===== src/rtl/uart_tx_engine_if.sv =====
// Byte-offer handshake between the UART MMIO slave and the transmit engine.
interface uart_tx_engine_if;
    logic       in_valid;
    logic       in_ready;
    logic [7:0] in_data;

    modport master (output in_valid, output in_data, input in_ready);
    modport slave  (input in_valid, input in_data, output in_ready);
endinterface


===== src/rtl/uart_tx_engine.sv =====
// UART 8N1 transmit back end: byte FIFO feeding a serialiser at a fixed baud divisor.
//
// state | meaning
// ------+-------------------------------------------------------------
// IDLE  | line high, waiting for a buffered byte
// START | start bit (low) for CLK_DIV cycles
// DATA  | eight data bits, LSB first, CLK_DIV cycles each
// STOP  | stop bit (high); chains directly into START if bytes remain
module uart_tx_engine #(
    parameter int CLK_DIV    = 868,
    parameter int FIFO_DEPTH = 16
) (
    input  logic                        clk,
    input  logic                        rstn,
    uart_tx_engine_if.slave             in_if,
    input  logic                        flush,
    output logic                        txd,
    output logic                        tx_busy,
    output logic [$clog2(FIFO_DEPTH):0] fifo_count
);

    localparam int PW = $clog2(FIFO_DEPTH);
    localparam int CW = PW + 1;
    localparam int BW = $clog2(CLK_DIV);

    typedef enum logic [1:0] {IDLE, START, DATA, STOP} state_t;

    state_t        state_q;
    logic [BW-1:0] baud_q;
    logic [2:0]    bit_idx_q;
    logic [7:0]    shift_q;
    logic          txd_q;

    logic [7:0]    mem_q [FIFO_DEPTH];
    logic [PW-1:0] wr_ptr_q;
    logic [PW-1:0] rd_ptr_q;
    logic [CW-1:0] count_q;
    logic [CW-1:0] count_d;
    logic          in_ready_q;

    logic          bit_end;
    logic          push;
    logic          pop;

    // Handshake qualification and next FIFO occupancy; flush overrides both push and pop.
    always_comb begin
        bit_end = (baud_q == BW'(CLK_DIV - 1));
        push    = in_if.in_valid && in_ready_q && !flush;
        pop     = !flush && (count_q != '0) &&
                  ((state_q == IDLE) || ((state_q == STOP) && bit_end));
        count_d = count_q;
        if (flush) begin
            count_d = '0;
        end else if (push && !pop) begin
            count_d = count_q + CW'(1);
        end else if (pop && !push) begin
            count_d = count_q - CW'(1);
        end
    end

    // FIFO storage; contents need no reset since occupancy is tracked separately.
    always_ff @(posedge clk) begin
        if (push) begin
            mem_q[wr_ptr_q] <= in_if.in_data;
        end
    end

    // FIFO pointers, occupancy and registered ready (no same-cycle pop bypass).
    always_ff @(posedge clk or negedge rstn) begin
        if (!rstn) begin
            wr_ptr_q   <= '0;
            rd_ptr_q   <= '0;
            count_q    <= '0;
            in_ready_q <= 1'b1;
        end else begin
            if (flush) begin
                wr_ptr_q <= '0;
                rd_ptr_q <= '0;
            end else begin
                if (push) wr_ptr_q <= wr_ptr_q + PW'(1);
                if (pop)  rd_ptr_q <= rd_ptr_q + PW'(1);
            end
            count_q    <= count_d;
            in_ready_q <= (count_d != CW'(FIFO_DEPTH));
        end
    end

    // Frame sequencer; txd is registered from the state being entered so it lines up with it.
    always_ff @(posedge clk or negedge rstn) begin
        if (!rstn) begin
            state_q   <= IDLE;
            baud_q    <= '0;
            bit_idx_q <= '0;
            shift_q   <= '0;
            txd_q     <= 1'b1;
        end else begin
            case (state_q)
                IDLE: begin
                    txd_q  <= 1'b1;
                    baud_q <= '0;
                    if (pop) begin
                        shift_q <= mem_q[rd_ptr_q];
                        state_q <= START;
                        txd_q   <= 1'b0;
                    end
                end
                START: begin
                    if (bit_end) begin
                        baud_q    <= '0;
                        bit_idx_q <= '0;
                        state_q   <= DATA;
                        txd_q     <= shift_q[0];
                    end else begin
                        baud_q <= baud_q + BW'(1);
                    end
                end
                DATA: begin
                    if (bit_end) begin
                        baud_q  <= '0;
                        shift_q <= {1'b0, shift_q[7:1]};
                        if (bit_idx_q == 3'd7) begin
                            state_q <= STOP;
                            txd_q   <= 1'b1;
                        end else begin
                            bit_idx_q <= bit_idx_q + 3'd1;
                            txd_q     <= shift_q[1];
                        end
                    end else begin
                        baud_q <= baud_q + BW'(1);
                    end
                end
                STOP: begin
                    if (bit_end) begin
                        baud_q <= '0;
                        if (pop) begin
                            shift_q <= mem_q[rd_ptr_q];
                            state_q <= START;
                            txd_q   <= 1'b0;
                        end else begin
                            state_q <= IDLE;
                            txd_q   <= 1'b1;
                        end
                    end else begin
                        baud_q <= baud_q + BW'(1);
                    end
                end
                default: begin
                    state_q <= IDLE;
                    txd_q   <= 1'b1;
                end
            endcase
        end
    end

    assign in_if.in_ready = in_ready_q;
    assign txd            = txd_q;
    assign tx_busy        = (state_q != IDLE);
    assign fifo_count     = count_q;

endmodule

===== src/flat_wrapper.sv =====
// flat-port wrapper written by rule: the top's interface ports become plain ports
module uart_tx_engine_flat 
#(
    parameter int CLK_DIV    = 868,
    parameter int FIFO_DEPTH = 16
)
  (clk, rstn, flush, txd, tx_busy, fifo_count, in_if_in_valid, in_if_in_data, in_if_in_ready);
  uart_tx_engine_if in_if_i ();
  input  logic clk;
  input  logic rstn;
  input  logic flush;
  output logic txd;
  output logic tx_busy;
  output logic [$clog2(FIFO_DEPTH):0] fifo_count;
  input wire logic [$bits(in_if_i.in_valid)-1:0] in_if_in_valid;
  input wire logic [$bits(in_if_i.in_data)-1:0] in_if_in_data;
  output wire logic [$bits(in_if_i.in_ready)-1:0] in_if_in_ready;
  assign in_if_i.in_valid = in_if_in_valid;
  assign in_if_i.in_data = in_if_in_data;
  assign in_if_in_ready = in_if_i.in_ready;
  uart_tx_engine #(.CLK_DIV(CLK_DIV), .FIFO_DEPTH(FIFO_DEPTH)) u_core (.clk(clk), .rstn(rstn), .in_if(in_if_i), .flush(flush), .txd(txd), .tx_busy(tx_busy), .fifo_count(fifo_count));
endmodule

===== config.mk =====
export PLATFORM = sky130hd
export DESIGN_NAME = uart_tx_engine_flat
export DESIGN_NICKNAME = d
export VERILOG_FILES = /design/src/rtl/uart_tx_engine_if.sv /design/src/rtl/uart_tx_engine.sv /design/src/flat_wrapper.sv
export SDC_FILE = /design/constraint.sdc
export NUM_CORES = 1
export LEC_CHECK = 0
export ABC_AREA = 1
export BUFFER_PORTS_ARGS = -buffer_cell sky130_fd_sc_hd__clkbuf_2
export CAP_MARGIN = 20
export CORE_MARGIN = 2
export CORE_UTILIZATION = 51
export DETAILED_ROUTE_END_ITERATION = 16
export PLACE_DENSITY_LB_ADDON = 0.25
export SKIP_LAST_GASP = 1
export SLEW_MARGIN = 20
export SYNTH_ARGS = -nofsm -noshare
export SYNTH_HDL_FRONTEND = slang
export SYNTH_SLANG_ARGS = --single-unit

===== constraint.sdc =====
create_clock -name clk -period 4.2 [get_ports clk]
set_input_delay 0.21 -clock clk [delete_from_list [all_inputs] [get_ports clk]]
set_output_delay 0.21 -clock clk [all_outputs]
set_load 0.02 [all_outputs]

==> results.ini <==
[status]
status=finished, final reports clean

[clocking]
cts_tree=done
insertion_delay_ns=0.43
cts_resized=0
cts.sinks=166
ctsLongestPathBuffers=2
htreeDepth=4
cts_setup_buffers=0
path_clk_slew_ns=0.06
cts_buffers=17
clock-root-buffer=clkbuf_16

[sta]
worst_slew_pin_slew_ns=1.026
relSlewSlack=0.3105
finalWorstSetupSlack_ns=1.739
rsz0062_at_grt=no
finalSetupViolCount=0
finalCritPeriodShare=0.5859
fmax_ghz=0.4064
fin_worst_skew_ns=0.01100
fin_crit_ns=2.461
drv_slew=0
hold_viol_final=0
fin_worst_hold_slack_ns=0.1399
setup_tns_ns=0

[worst_setup_path]
reg2reg_to=u_core.mem_q[7][6]
rrSetupSlack_ns=1.74
r2r_start=u_core.in_if.in_ready
worstRegToRegCells=4
crit_path_end_kind=flop
critPathKind=flop to flop
cp-start-kind=flop
critPathArrivalTime_ns=2.50
required_ns=4.24
crit_fanout=15
setup.worst_path.start=u_core.in_if.in_ready

[hold_path]
hold_path_end=u_core.rd_ptr_q[0]
hp-class=input port to flop
min_from=flush
holdPathStages=4

[yosys]
yosysUniqueCellTypes=38
synth-simple-area-share=0.1649
yosysTopAreaCell=edfxtp_1
synth_top_family_by_area=simple AND/OR/NAND/NOR gates
synth_edf_count=128
synthTopCellsByArea=edfxtp_1, dfrtp_1, nand2_1, o21ai_0, nor2_1
syn_inst=668
synth_top_flop_cell=edfxtp_1
yosysTopAreaCellShare=0.5254
synth_mux_area_frac=0
ys_ff_latch=166
synth_compound_area_frac=0.1011
avgSynthCellArea_sq_um=10.95
seq_area_frac_synth=0.6557
ys_warn_count=0
synth_area_sq_um=7316
synth-adder-area-share=0.02907
synth_xor_area_frac=0.004789
synthArstFlopShare=0.2289
synth_fp_nets=697

[final_layout]
final_common_cell=edfxtp_1
multi_input_area_sq_um=2203
final_nets=713
area_delta_synth_final_pct=11.01
nFillCells=1149
final_layout_size_suffix_gt1_frac=0.1148
final_cell_mix=edfxtp_1, nand2_1, nor2_1, o21ai_0, inv_1
final_util=0.5828
diodes=0
area.sequential_sq_um=4798

[global_route]
grt_util_met3=0.05678
grt_pass1_vias=4834
use_met1=0.3076
gr-max-usage-layer=met2
grt_pass1_wl_microns=25740
grt_max_degree=70
antenna_found_initial=0
gr-usage-met2=0.3743
gr-usage-all-layers=0.2318
overflow=0

[die]
start_util=0.5250
io_pins=20
rows=43
die_x_microns=123.8
dieArea_sq_um=15320
coreArea_sq_um=13930
dieHeight_microns=123.8

[route]
vias=4992
dr.pass1.iters=6
detail_route.vias_per_cell=5.692
postRouteWirelength_microns=16480
ant_nets=0
wl_per_cell_microns=18.79
drc_errors=0
drtIter0Drc=495

[placed_design]
place_congestion=0.9196
pre_cts_ws_ns=1.694
post-dp-hpwl_microns=10520
port_buffers=19

[pwr]
irDropWorstVdd_uv=350.4
p_seq_frac=0.541
share_comb_of_total_power=0.036
switchingPower_mw=0.7463
clockPowerShare=0.423
power.leakage_nw=3.120
p_int_mw=2.574
switching_share=0.2248
p_total_mw=3.320
power.density_nw_per_um2=408.8

[run]
drv_cap=0

[worst max path at each step]
stage | to | slack [ns] | cells after the start
after floorplan | u_core.mem_q[13][0] | 1.98 | 5
after global placement | u_core.mem_q[1][0] | 1.79 | 4
after detailed placement | u_core.mem_q[1][0] | 1.69 | 4
after CTS | u_core.mem_q[1][0] | 1.68 | 4
after global routing | u_core.mem_q[14][6] | 1.55 | 4
final | u_core.mem_q[7][6] | 1.74 | 4
[per-layer routing]
layer	share of wire	routed length [microns]
met5	0	0
met3	0.080	1310
met4	0.021	346
met2	0.48	7880
met1	0.42	6936
[power groups by stage]
| stage | clock (mW) | sequential, mW | combinational, mW |
|---|---|---|---|
| 3_5_place_dp | 0 | 1.83 | 0.116 |
| 4_1_cts | 1.42 | 1.80 | 0.117 |
| 5_1_grt | 1.48 | 1.80 | 0.133 |
| 3_3_place_gp | 0 | 1.83 | 0.114 |
| 2_1_floorplan | 0 | 1.83 | 0.0524 |
| 6_report | 1.40 | 1.80 | 0.120 |
[Yosys cell counts, types with 16 or more instances]
library cell  count
nor3_1           16
o21ai_0          67
edfxtp_1        128
inv_1            46
ha_1             17
nor2_1           88
nand3_1          37
nand2_1         104
o211ai_1         17
a21oi_1          19
dfrtp_1          36
[sequential cells by signal, summed over array words and instances, names as in the netlist]
register,count
u_core.shift_q,8
u_core.state_q,2
u_core.mem_q,128
u_core.txd,1
u_core.fifo_count,5
u_core.wr_ptr_q,4
u_core.bit_idx_q,3
u_core.in_if.in_ready,1
u_core.baud_q,10
u_core.rd_ptr_q,4
[what timing repair did]
item | CTS | global route
hold buffers | 1 | 0
hold endpoints to repair | 36 | 0
endpoints found under the setup margin | 0 | 0
[per-stage QoR]
| step | area (sq um) | instances |
|---|---|---|
| 3_3_place_gp | 7538 | 843 |
| 2_1_floorplan | 7316 | 668 |
| 6_report | 8122 | 877 |
| 5_1_grt | 8122 | 877 |
| 4_1_cts | 8084 | 876 |
| 3_5_place_dp | 7538 | 843 |
[layout make-up]
type	count	area share
Sequential cell	166	0.5908
Timing Repair Buffer	23	0.01818
Inverter	55	0.02604
Tap cell	180	0.02773
Clock buffer	18	0.05284
Clock inverter	14	0.01310
Multi-Input combinational cell	421	0.2713
[worst max-delay path: stages, from the launching register on]
cell	delay, ns
dfstp_2	0.53
nand2_1	0.12
nor2_4	0.21
inv_1	0.33
nor3_1	0.89
[cell families after synthesis]
group / count (synthesis)
fa+ha+maj: 17
simple gates: 271
compound gates: 129
flops: 166
xor+xnor: 4
buf+inv: 81
(Power assumes the default switching activity.)
